**config.mk**
```make
export PLATFORM = sky130hd
export DESIGN_NAME = meas_sched_flat
export DESIGN_NICKNAME = d
export VERILOG_FILES = /design/src/rtl/meas_sched_if.sv /design/src/rtl/meas_sched.sv /design/src/flat_wrapper.sv
export SDC_FILE = /design/constraint.sdc
export NUM_CORES = 1
export LEC_CHECK = 0
export ABC_AREA = 1
export CELL_PAD_IN_SITES_DETAIL_PLACEMENT = 1
export CELL_PAD_IN_SITES_GLOBAL_PLACEMENT = 2
export CORE_UTILIZATION = 37
export DETAILED_ROUTE_END_ITERATION = 8
export DONT_BUFFER_PORTS = 1
export GPL_ROUTABILITY_DRIVEN = 0
export GPL_TIMING_DRIVEN = 0
export MAX_ROUTING_LAYER = met4
export PLACE_DENSITY = 0.84
export SLEW_MARGIN = 20
export SYNTH_ARGS = -nofsm -noshare
export SYNTH_HDL_FRONTEND = slang
export SYNTH_SLANG_ARGS = --single-unit
```
**constraint.sdc**
```tcl
create_clock -name prim_clk -period 3.54 [get_ports prim_clk]
set_clock_uncertainty 0.1 [all_clocks]
set_input_delay 0.708 -clock prim_clk [delete_from_list [all_inputs] [get_ports prim_clk]]
set_output_delay 0.708 -clock prim_clk [all_outputs]
set_load 0.05 [all_outputs]
```
**src/rtl/meas_sched_if.sv**
```systemverilog
// Control/status bundle between the measurement scheduler, its host and the ADC sequencer.
interface meas_sched_if #(
  parameter int PER_W = 16
);
  logic             atpg;
  logic             en;
  logic [PER_W-1:0] period;
  logic             sw_req;
  logic             ovr_clr;
  logic [2:0]       meas_state;
  logic             meas_eoc_p;
  logic             meas_eop;
  logic             trig;
  logic             busy;
  logic             done_p;
  logic             timeout_p;
  logic             overrun;

  modport master (
    output atpg, en, period, sw_req, ovr_clr, meas_state, meas_eoc_p, meas_eop,
    input  trig, busy, done_p, timeout_p, overrun
  );

  modport slave (
    input  atpg, en, period, sw_req, ovr_clr, meas_state, meas_eoc_p, meas_eop,
    output trig, busy, done_p, timeout_p, overrun
  );
endinterface

```
**src/rtl/meas_sched.sv**
```systemverilog
// Measurement scheduler: issues periodic or software-requested sequence starts,
// watches the running sequence with a watchdog and flags dropped requests.
module meas_sched #(
  parameter int TO_CYC = 255,
  parameter int PER_W  = 16
) (
  input logic         prim_clk,
  input logic         prim_rstb,
  meas_sched_if.slave bus
);

  localparam int WD_W = (TO_CYC < 1) ? 1 : $clog2(TO_CYC + 1);
  localparam logic [WD_W-1:0] WD_LOAD = WD_W'(TO_CYC);

  typedef enum logic [1:0] {
    ST_IDLE,
    ST_WAIT,
    ST_START,
    ST_RUN
  } state_t;

  state_t           state_reg, state_next;
  logic [PER_W-1:0] pcnt_reg, pcnt_next;
  logic [WD_W-1:0]  wdog_reg, wdog_next;
  logic             pend_reg, pend_next;
  logic             trig_reg, trig_next;
  logic             done_reg, done_next;
  logic             tmo_reg, tmo_next;
  logic             ovr_reg, ovr_next;

  logic [PER_W-1:0] per_m1;
  logic [PER_W-1:0] per_m2;
  logic             seq_idle;
  logic             seq_last;
  logic             evt;
  logic             fin;
  logic             wd_exp;
  logic             fire;
  logic             queue;
  logic             pend_clr;
  logic             ovr_set;

  // per_m2 is reloaded at trig: the START cycle and the registered trig
  // account for the other two cycles, so trig-to-trig spacing equals period.
  assign per_m1   = (bus.period == '0) ? '0 : bus.period - PER_W'(1);
  assign per_m2   = (per_m1 == '0) ? '0 : per_m1 - PER_W'(1);
  assign seq_idle = (bus.meas_state == 3'b000);
  assign seq_last = (bus.meas_state == 3'b100);
  assign evt      = bus.meas_eoc_p | bus.meas_eop;
  assign fin      = (state_reg == ST_RUN) && bus.meas_eop && seq_last;
  assign wd_exp   = (state_reg == ST_RUN) && (wdog_reg == '0) && !evt;
  assign fire     = (state_reg == ST_START) && seq_idle && !bus.atpg;

  // A request that cannot go straight to START is queued in pend.
  assign queue    = bus.sw_req && ((state_reg == ST_START) || (state_reg == ST_RUN) || bus.atpg);
  assign pend_clr = fire || wd_exp;
  assign ovr_set  = (queue && pend_reg && !pend_clr) ||
                    ((state_reg == ST_RUN) && bus.en && (pcnt_reg == '0));

  always_comb begin
    state_next = state_reg;
    pcnt_next  = pcnt_reg;
    wdog_next  = wdog_reg;
    pend_next  = (pend_reg && !pend_clr) || queue;
    ovr_next   = ovr_set || (ovr_reg && !bus.ovr_clr);
    trig_next  = fire;
    done_next  = fin;
    tmo_next   = wd_exp && !fin;

    case (state_reg)
      ST_IDLE: begin
        if (!bus.atpg) begin
          if (bus.sw_req || pend_reg) begin
            state_next = ST_START;
          end else if (bus.en) begin
            state_next = ST_WAIT;
            pcnt_next  = per_m1;
          end
        end
      end
      ST_WAIT: begin
        if (!bus.atpg) begin
          if (bus.sw_req || pend_reg) begin
            state_next = ST_START;
          end else if (!bus.en) begin
            state_next = ST_IDLE;
          end else if (pcnt_reg == '0) begin
            state_next = ST_START;
          end else begin
            pcnt_next = pcnt_reg - PER_W'(1);
          end
        end
      end
      ST_START: begin
        if (fire) begin
          state_next = ST_RUN;
          pcnt_next  = per_m2;
          wdog_next  = WD_LOAD;
        end
      end
      ST_RUN: begin
        // The period timer keeps running so WAIT after completion resumes it.
        if (bus.en) begin
          pcnt_next = (pcnt_reg == '0) ? per_m1 : pcnt_reg - PER_W'(1);
        end
        if (evt) begin
          wdog_next = WD_LOAD;
        end else if (wdog_reg != '0) begin
          wdog_next = wdog_reg - WD_W'(1);
        end
        if (fin) begin
          if (pend_reg || bus.sw_req) begin
            state_next = ST_START;
          end else if (bus.en) begin
            state_next = ST_WAIT;
          end else begin
            state_next = ST_IDLE;
          end
        end else if (wd_exp) begin
          state_next = bus.sw_req ? ST_START : ST_IDLE;
        end
      end
      default: state_next = ST_IDLE;
    endcase
  end

  always_ff @(posedge prim_clk or negedge prim_rstb) begin
    if (!prim_rstb) begin
      state_reg <= ST_IDLE;
      pcnt_reg  <= '0;
      wdog_reg  <= '0;
      pend_reg  <= 1'b0;
      trig_reg  <= 1'b0;
      done_reg  <= 1'b0;
      tmo_reg   <= 1'b0;
      ovr_reg   <= 1'b0;
    end else begin
      state_reg <= state_next;
      pcnt_reg  <= pcnt_next;
      wdog_reg  <= wdog_next;
      pend_reg  <= pend_next;
      trig_reg  <= trig_next;
      done_reg  <= done_next;
      tmo_reg   <= tmo_next;
      ovr_reg   <= ovr_next;
    end
  end

  assign bus.trig      = trig_reg;
  assign bus.busy      = (state_reg == ST_START) || (state_reg == ST_RUN);
  assign bus.done_p    = done_reg;
  assign bus.timeout_p = tmo_reg;
  assign bus.overrun   = ovr_reg;

endmodule

```
**src/flat_wrapper.sv**
```systemverilog
// flat-port wrapper written by rule: the top's interface ports become plain ports
module meas_sched_flat 
#(
  parameter int TO_CYC = 255,
  parameter int PER_W  = 16
)
  (prim_clk, prim_rstb, bus_atpg, bus_en, bus_period, bus_sw_req, bus_ovr_clr, bus_meas_state, bus_meas_eoc_p, bus_meas_eop, bus_trig, bus_busy, bus_done_p, bus_timeout_p, bus_overrun);
  meas_sched_if #(.PER_W(PER_W)) bus_i ();
  input logic prim_clk;
  input logic prim_rstb;
  input wire logic [$bits(bus_i.atpg)-1:0] bus_atpg;
  input wire logic [$bits(bus_i.en)-1:0] bus_en;
  input wire logic [$bits(bus_i.period)-1:0] bus_period;
  input wire logic [$bits(bus_i.sw_req)-1:0] bus_sw_req;
  input wire logic [$bits(bus_i.ovr_clr)-1:0] bus_ovr_clr;
  input wire logic [$bits(bus_i.meas_state)-1:0] bus_meas_state;
  input wire logic [$bits(bus_i.meas_eoc_p)-1:0] bus_meas_eoc_p;
  input wire logic [$bits(bus_i.meas_eop)-1:0] bus_meas_eop;
  output wire logic [$bits(bus_i.trig)-1:0] bus_trig;
  output wire logic [$bits(bus_i.busy)-1:0] bus_busy;
  output wire logic [$bits(bus_i.done_p)-1:0] bus_done_p;
  output wire logic [$bits(bus_i.timeout_p)-1:0] bus_timeout_p;
  output wire logic [$bits(bus_i.overrun)-1:0] bus_overrun;
  assign bus_i.atpg = bus_atpg;
  assign bus_i.en = bus_en;
  assign bus_i.period = bus_period;
  assign bus_i.sw_req = bus_sw_req;
  assign bus_i.ovr_clr = bus_ovr_clr;
  assign bus_i.meas_state = bus_meas_state;
  assign bus_i.meas_eoc_p = bus_meas_eoc_p;
  assign bus_i.meas_eop = bus_meas_eop;
  assign bus_trig = bus_i.trig;
  assign bus_busy = bus_i.busy;
  assign bus_done_p = bus_i.done_p;
  assign bus_timeout_p = bus_i.timeout_p;
  assign bus_overrun = bus_i.overrun;
  meas_sched #(.TO_CYC(TO_CYC), .PER_W(PER_W)) u_core (.prim_clk(prim_clk), .prim_rstb(prim_rstb), .bus(bus_i));
endmodule
```
## Word level (Yosys, flattened, before mapping)

Cells that the tools add are included.

- Flip-flop bits (word level): 31
- Input port bits: 27

- Equality and inequality tests: 17
- Bitwise logic cells: 1
- Reduce and logical (&&, ||, !) cells: 37
- $add $sub $neg: 4
- Multiplexer cells: 31

Operators with widths:

| kind | number |
|---|---|
| $mux 16 | 12 |
| $pmux 16 s4 | 1 |
| $logic_not 16->1 | 3 |
| $sub 16x1->16 const B | 3 |
| $mux 2 | 12 |
| $mux 8 | 3 |
| $ne 2x2->1 const B | 8 |
| $pmux 8 s2 | 1 |
| $logic_and 1x1->1 | 14 |
| $reduce_and 9->1 | 1 |
| $logic_not 8->1 | 1 |
| $pmux 2 s4 | 1 |
| $reduce_bool 8->1 | 1 |
| $sub 8x1->8 const B | 1 |
| $logic_or 1x1->1 | 7 |
| $ne 3x2->1 const B | 2 |
| $reduce_and 6->1 | 1 |
| $logic_not 1->1 | 5 |
| $eq 2x2->1 const B | 2 |
| $ne 4x2->1 const B | 1 |
| $eq 3x3->1 const B | 1 |
| $logic_not 3->1 | 1 |
| $ne 3x1->1 const B | 1 |
| $reduce_and 3->1 | 1 |
| 6 further kinds | 6 |

## Logic depth before layout (Yosys ltp)

Gate-level depths: netlist of the first run.

- Depth in word-level cells: 8
- Mapped depth: 18
- Gate-level depth less buffers: 17

## Worst setup path after synthesis of the first run

OpenSTA, ideal clock, no wires.

- Path type: input -> register
- Start: input port bus_period[0]
- End: register u_core.pcnt_reg[14]
- Data required time: 3.323 ns
- Cell stages on the path: 17
- Buffers on the path: 1
- Slack: 0.715 ns
- Setup time: 0.117 ns
- Data arrival time: 2.608 ns
- Cells stage by stage: inv_1 ha_1 nand2_4 nor2_4 nand2_2 buf_6 nand2_1 ha_1 nand4_1 nor2_2 nand3_1 nand2_1 nand2_1 nand2_1 nand2_1 nand2_1 nand2_1

- Cells in the longest elaborated chain, start to end: 6

RTL lines:

| element | RTL line | RTL |
|---|---|---|
| start, declared | flat_wrapper.sv:13 | `input wire logic [$bits(bus_i.period)-1:0] bus_period;` |
| $sub 16x1->16 or $logic_not 16->1 (tied branches) | meas_sched.sv:45 | `assign per_m1 = (bus.period == '0) ? '0 : bus.period - PER_W'(1);` |
| $mux 16 * | meas_sched.sv:45 |  |
| $sub 16x1->16, or another cell as far along | meas_sched.sv:46 | `assign per_m2 = (per_m1 == '0) ? '0 : per_m1 - PER_W'(1);` |
| $mux 16 (on tied branches) | meas_sched.sv:46, meas_sched.sv:73 |  |
| $mux 16 (on tied branches) | meas_sched.sv:95, meas_sched.sv:72 |  |
| $pmux 16 s4 * | meas_sched.sv:70 | `case (state_reg)` |
| end signal, assigned | meas_sched.sv:139 | `pcnt_reg <= pcnt_next;` |
| end, declared | meas_sched.sv:23 | `logic [PER_W-1:0] pcnt_reg, pcnt_next;` |

Mark *: on every way between the ends. The rest lies on a longest branch, timed or not. The select of a mux whose other input is x is not followed.
A chain may end at the register's enable or synchronous reset.

## Worst setup path after layout of the first run

Same ends and word-level chain as after synthesis.

==> results of run 1 <==
[layout by cell type (no fill, tap or decap), types with 3 or more instances in the layout]
cell type  netlist  final
nand2_1        140    140
inv_1           71     71
nor2_1          71     71
o21ai_0         41     41
nand3_1         39     39
a21oi_1         31     31
dfrtp_1         31     31
nand4_1         12     12
xor2_1          12     12
nand3_2          9      9
nand2_2          8      8
nor2_4           7      7
nor2_2           6      6
nor3_1           6      6
ha_1             6      6
clkbuf_8         0      6
nand2_4          4      4
a22oi_1          4      4
clkbuf_1         3      3
inv_2            3      3
buf_2            3      3
[cells by family (layout without fill, tap and decap cells)]
group	count (synthesis)	in the layout	synth area share (%)
adders and majority gates	6	6	2.274
xor gates and xnor gates	13	13	3.450
and+or+nand+nor	308	308	44.50
buffers and inverters	85	95	10.42
AOI/OAI and AO/OA	94	94	15.85
DFF	31	31	23.50
[per-layer routing]
| metal | vias to the layer above | part of all wire (%) |
|---|---|---|
| met4 | 0 | 1.3 |
| met2 | 55 | 47 |
| met5 | - | 0 |
| met1 | 1627 | 49 |
| li1 | 1750 | - |
| met3 | 11 | 2.9 |
[power groups by stage]
| stage | registers, mW | logic (mW) | clock network, mW |
|---|---|---|---|
| after floorplan | 0.551 | 0.970 | 0 |
| after global placement | 0.566 | 1.27 | 0 |
| after detailed placement | 0.571 | 1.31 | 0 |
| after CTS | 0.564 | 1.32 | 0.391 |
| after global routing | 0.583 | 1.51 | 0.410 |
| final | 0.564 | 1.32 | 0.383 |
[cell type report]
| type | count | share of cell area (%) |
|---|---|---|
| Sequential cell | 31 | 21.71 |
| Clock buffer | 6 | 2.311 |
| Timing Repair Buffer | 2 | 0.5602 |
| Inverter | 74 | 7.773 |
| Clock inverter | 2 | 0.9804 |
| Multi-Input combinational cell | 421 | 61.03 |
| Buffer | 11 | 1.856 |
| Tap cell | 108 | 3.782 |
[worst register-to-register path, cell delays in order, from the launching register on]
cell     delay (ps)
dfrtp_1         380
inv_1           150
ha_1            260
nand4_1         110
nor3_1          330
nand2_1         200
o21ai_0         330
buf_2           310
o21ai_0         140
a21oi_1         150
nand2_1          70
nand2_1         100
o21ai_0          90
[worst paths after layout]
path / end / slack [ps]
setup / recovery: u_core.pcnt_reg[14] / 610
hold / removal: u_core.pcnt_reg[1] / 390
setup reg to reg: u_core.pcnt_reg[5] / 700
hold reg to reg: u_core.pcnt_reg[1] / 390
max in group asynchronous: u_core.pend_reg / 1920
min in group asynchronous: u_core.pcnt_reg[4] / 840
[through the flow]
stage / util, % / worst slack, ps / cells
5_1_grt: 41.18 / 332.3 / 655
3_5_place_dp: 39.59 / 268.1 / 645
6_report: 41.18 / 605.6 / 655
4_1_cts: 41.06 / 577.4 / 654
3_3_place_gp: 39.59 / 341.7 / 645
2_1_floorplan: - / 715.1 / 537
==> flow_summary.json, run 1 <==
{
  "ys_types": 41,
  "die_x_um": 96.45,
  "r2r-start": "u_core.pcnt_reg[0]",
  "yosys-top-cells-area": "dfrtp_1 (24%), nand2_1 (16%), inv_1 (8.1%)",
  "yosys_warnings": 0,
  "yosysTopAreaCell": "dfrtp_1",
  "worst_hold_slack_ps": 389.4,
  "die_height_um": 96.45,
  "fin_nets": 579,
  "drc_errors": 0,
  "critPathTopFamily": "simple AND/OR/NAND/NOR gates",
  "timing.final.crit_period_ps": 2934,
  "yosysMostFrequentCell": "nand2_1",
  "finalHoldViolCount": 0,
  "post_cts_resized": 0,
  "hp-start": "u_core.pcnt_reg[1]",
  "async_reset_ff_share_pct": 100.0,
  "p_comb_share_pct": 58.3,
  "synth_top_cell_area_share_pct": 23.50,
  "synthFlopType": "dfrtp_1",
  "synth_edf_count": 0,
  "core-area_um2": 8678,
  "synthTopCellsByCount": "nand2_1 (140), inv_1 (71), nor2_1 (71)",
  "synth_seq_cells": 31,
  "max_stage_delay_ps": 340,
  "cap_violations": 0,
  "slew_viol_final": 0,
  "cpMostUsedCell": "nand2_1",
  "area_growth_pct": 8.264,
  "cp_num_cells": 17,
  "report.final.setup_viol": 0,
  "via_per_inst": 5.256,
  "syn_area_per_cell_um2": 6.146,
  "grt_pass1_vias": 3508,
  "setup_tns_ps": 0,
  "grt_usage_pct": 25.30,
  "io_pins": 32,
  "seq_area_um2": 775.7,
  "cts_setup_buffers": 0,
  "gr-usage-met3_pct": 2.895,
  "cp.arrival_ps": 3030,
  "initialDrtViolationCount": 147,
  "ir_worst_vdd_v": 0.0002722,
  "hold_buffers": 1,
  "clkPwrFrac_pct": 16.9,
  "min_path_cells": 2,
  "critPathLaunch": "bus_period[0]",
  "met1_usage_pct": 33.74,
  "crit_type": "input pin to register",
  "power_density_nw_per_um2": 635.4,
  "ctsRootBufferMaster": "clkbuf_8",
  "p_switching_mw": 1.146,
  "grtUsageMet2_pct": 41.31,
  "postRouteAntennaNets": 0,
  "die-area_um2": 9303,
  "fin_crit_sh_pct": 82.89,
  "synth_nets": 570,
  "syn_area_um2": 3301,
  "io_buffer_count": 0,
  "cts.reportedPaths.clkPinSlew_ps": 80,
  "swShare_pct": 50.48,
  "first_pass_iters": 4,
  "p_seq_share_pct": 24.9,
  "grt_pass1_wl_mm": 17.47,
  "crit_chain": "inv_1, ha_1, nand2_4, nor2_4, nand2_2, buf_6, nand2_1, ha_1, nand4_1, nor2_2, nand3_1, nand2_1, nand2_1, nand2_1, nand2_1, nand2_1, nand2_1",
  "postPlaceCellArea_um2": 3436,
  "syn_inst": 537,
  "numCtsBuffers": 5,
  "status": "completed",
  "core.rowCount": 34,
  "clkLatencyLatePin_ps": 300,
  "num_vias": 3443,
  "ys_seq_area_share_pct": 23.50,
  "power.total_mw": 2.271,
  "num_antenna_cells": 0,
  "drive_above_1_share_pct": 10.79,
  "startpoint_type": "input pin",
  "fmaxAchievable_mhz": 340.8,
  "cts_max_level": 2,
  "busiest_layer": "met2",
  "numClockSinks": 31,
  "antenna_found_initial": 0,
  "start_util_pct": 38.03,
  "place_hpwl_mm": 8.412,
  "rsz0062_at_grt": "no",
  "power.internal_mw": 1.124,
  "routed_wl_mm": 10.50,
  "critPathBufInv": 2,
  "hp-class": "register to register",
  "cts_tree": "yes",
  "leakage_nw": 1.747,
  "cp_max_fo": 10,
  "gr-total-overflow": 0,
  "slowest_stage": "ha_1",
  "grt_max_degree": 18,
  "fillers": 1224,
  "endpoint_kind": "register",
  "avgRoutedWirePerCell_um": 16.04,
  "largest_register_ffs": 16,
  "final_area_um2": 3573,
  "required_ps": 3630,
  "worst_pin_slew_ps": 892.7,
  "worstRegToRegCells": 12,
  "multi_input_area_um2": 2181,
  "slew_headroom_pct": 40.29,
  "clockBufferDepth": 2
}
(Power assumes the default switching activity.)
==> run 2: changes to the inputs <==
--- a/config.mk
+++ b/config.mk
@@ -8,13 +8,13 @@
 export ABC_AREA = 1
 export CELL_PAD_IN_SITES_DETAIL_PLACEMENT = 1
 export CELL_PAD_IN_SITES_GLOBAL_PLACEMENT = 2
-export CORE_UTILIZATION = 37
+export CORE_UTILIZATION = 35
 export DETAILED_ROUTE_END_ITERATION = 8
 export DONT_BUFFER_PORTS = 1
 export GPL_ROUTABILITY_DRIVEN = 0
 export GPL_TIMING_DRIVEN = 0
 export MAX_ROUTING_LAYER = met4
-export PLACE_DENSITY = 0.84
+export PLACE_DENSITY = 0.8
 export SLEW_MARGIN = 20
 export SYNTH_ARGS = -nofsm -noshare
 export SYNTH_HDL_FRONTEND = slang
==> constraint.sdc (replaced) <==
create_clock -name prim_clk -period 2.8 [get_ports prim_clk]
set_clock_uncertainty 0.1 [all_clocks]
set_input_delay 0.56 -clock prim_clk [delete_from_list [all_inputs] [get_ports prim_clk]]
set_output_delay 0.56 -clock prim_clk [all_outputs]
set_load 0.05 [all_outputs]
==> run 2 against run 1 <==
  * Sequential share of layout area down 0.36 points
  * Core utilization shrank 1.7 points
  * Largest power group unchanged
  * Critical path depth shrank 5
  * Total power grew 28%
==> flow_summary.json, run 2 (synthesis gave the netlist of run 1 again) <==
{
  "status": "completed",
  "power.internal_mw": 1.430,
  "crit_type": "register to register",
  "fillers": 1239,
  "grt_max_degree": 32,
  "critPathLaunch": "u_core.pcnt_reg[0]",
  "first_pass_iters": 4,
  "die-area_um2": 9823,
  "num_vias": 3460,
  "report.final.setup_viol": 0,
  "max_stage_delay_ps": 380,
  "grt_pass1_vias": 3504,
  "cp_max_fo": 10,
  "critPathBufInv": 2,
  "cts.reportedPaths.clkPinSlew_ps": 80,
  "startpoint_type": "register",
  "die_height_um": 99.11,
  "r2r-start": "u_core.pcnt_reg[0]",
  "swShare_pct": 50.78,
  "core-area_um2": 9196,
  "postRouteAntennaNets": 0,
  "ctsRootBufferMaster": "clkbuf_8",
  "core.rowCount": 35,
  "num_antenna_cells": 0,
  "fmaxAchievable_mhz": 378.1,
  "numClockSinks": 31,
  "worst_hold_slack_ps": 302.9,
  "power.total_mw": 2.905,
  "cp.arrival_ps": 2720,
  "cpMostUsedCell": "nand2_1",
  "finalHoldViolCount": 0,
  "cap_violations": 0,
  "via_per_inst": 5.258,
  "largest_register_ffs": 16,
  "io_buffer_count": 0,
  "start_util_pct": 35.89,
  "critPathTopFamily": "simple AND/OR/NAND/NOR gates",
  "p_seq_share_pct": 24.7,
  "numCtsBuffers": 5,
  "required_ps": 2870,
  "ir_worst_vdd_v": 0.0002488,
  "io_pins": 32,
  "p_switching_mw": 1.475,
  "p_comb_share_pct": 58.2,
  "drc_errors": 0,
  "area_growth_pct": 10.08,
  "clockBufferDepth": 2,
  "avgRoutedWirePerCell_um": 15.78,
  "rsz0062_at_grt": "no",
  "initialDrtViolationCount": 120,
  "clkLatencyLatePin_ps": 290,
  "timing.final.crit_period_ps": 2645,
  "gr-total-overflow": 0,
  "grt_pass1_wl_mm": 17.45,
  "slew_viol_final": 0,
  "slew_headroom_pct": 58.64,
  "fin_crit_sh_pct": 94.46,
  "leakage_nw": 1.764,
  "hp-class": "input pin to register",
  "power_density_nw_per_um2": 799.5,
  "cts_tree": "yes",
  "worst_pin_slew_ps": 615.1,
  "layout_commonest_cell": "nand2_1",
  "grt_usage_pct": 23.09,
  "cts_max_level": 2,
  "routed_wl_mm": 10.38,
  "endpoint_kind": "register",
  "die_x_um": 99.11,
  "place_hpwl_mm": 8.254,
  "hp-start": "bus_ovr_clr",
  "crit_chain": "inv_1, ha_1, nand4_1, nor3_2, nand2_1, o21ai_1, buf_2, o21ai_0, a21oi_1, nand2_1, nand2_1, o21ai_0",
  "final_cell_mix": "nand2_1 (140), inv_1 (70), nor2_1 (70)",
  "antenna_found_initial": 0,
  "slowest_stage": "dfrtp_1",
  "fin_nets": 579,
  "drive_above_1_share_pct": 12.25,
  "clkPwrFrac_pct": 17.1
}
[run 2: per-layer routing]
layer	global-route usage, %	vias to the layer above	share of wire (%)
met4	6.109	0	1.6
li1	-	1751	-
met2	37.12	50	46
met3	2.811	14	2.3
met5	-	-	0
met1	30.87	1645	50
[run 2: timing repair]
item                                    4_1_cts  5_1_grt
hold buffers                                  2        0
endpoints found under the hold margin        31        0
resized for setup                             2       10
endpoints found under the setup margin        6       19
setup buffers                                 0        0
[run 2: through the flow]
| stage | area, um2 | setup slack (ps) | util (%) | setup TNS [ps] | instances |
|---|---|---|---|---|---|
| floorplan | 3301 | 123.1 | - | 0 | 537 |
| global placement | 3440 | -251.2 | 37.40 | -1565 | 648 |
| detailed placement | 3440 | -287.1 | 37.40 | -2347 | 648 |
| CTS | 3597 | 30.20 | 39.12 | 0 | 658 |
| global route | 3633 | 26.72 | 39.51 | 0 | 658 |
| finish | 3633 | 155.3 | 39.51 | 0 | 658 |
[run 2: final cells by class]
| cell class | instances | area (um2) | share of cell area (%) |
|---|---|---|---|
| Timing Repair Buffer | 2 | 30.03 | 0.8264 |
| Clock buffer | 6 | 82.58 | 2.273 |
| Sequential cell | 31 | 775.7 | 21.35 |
| Inverter | 74 | 281.5 | 7.748 |
| Tap cell | 111 | 138.9 | 3.822 |
| Multi-Input combinational cell | 421 | 2222 | 61.16 |
| Buffer | 11 | 67.56 | 1.860 |
| Clock inverter | 2 | 35.03 | 0.9642 |
[run 2: path summary, 6_finish.rpt]
check                                        to  slack [ps]  cells after the start
max                          u_core.pcnt_reg[5]         160                     12
max reg2reg                  u_core.pcnt_reg[5]         160                     12
min                          u_core.bus.overrun         300                      1
max in group asynchronous  u_core.bus.timeout_p        1790                      2
min reg2reg                  u_core.pcnt_reg[0]         390                      2
min in group asynchronous   u_core.pcnt_reg[13]         610                      2
[run 2: power by group through the flow]
| stage | Combinational [mW] | Sequential (mW) | Clock (mW) |
|---|---|---|---|
| 6_report | 1.69 | 0.719 | 0.496 |
| 5_1_grt | 1.93 | 0.736 | 0.521 |
| 4_1_cts | 1.68 | 0.713 | 0.507 |
| 3_5_place_dp | 1.65 | 0.719 | 0 |
| 3_3_place_gp | 1.61 | 0.715 | 0 |
| 2_1_floorplan | 1.23 | 0.697 | 0 |
==> run 3: changes to the inputs <==
--- a/config.mk
+++ b/config.mk
@@ -9,6 +9,7 @@
 export CELL_PAD_IN_SITES_DETAIL_PLACEMENT = 1
 export CELL_PAD_IN_SITES_GLOBAL_PLACEMENT = 2
 export CORE_UTILIZATION = 35
+export CTS_CLUSTER_DIAMETER = 80
 export DETAILED_ROUTE_END_ITERATION = 8
 export DONT_BUFFER_PORTS = 1
 export GPL_ROUTABILITY_DRIVEN = 0
==> results of run 3 <==
No change in the layout: final DEF, timing and power equal those of run 2.
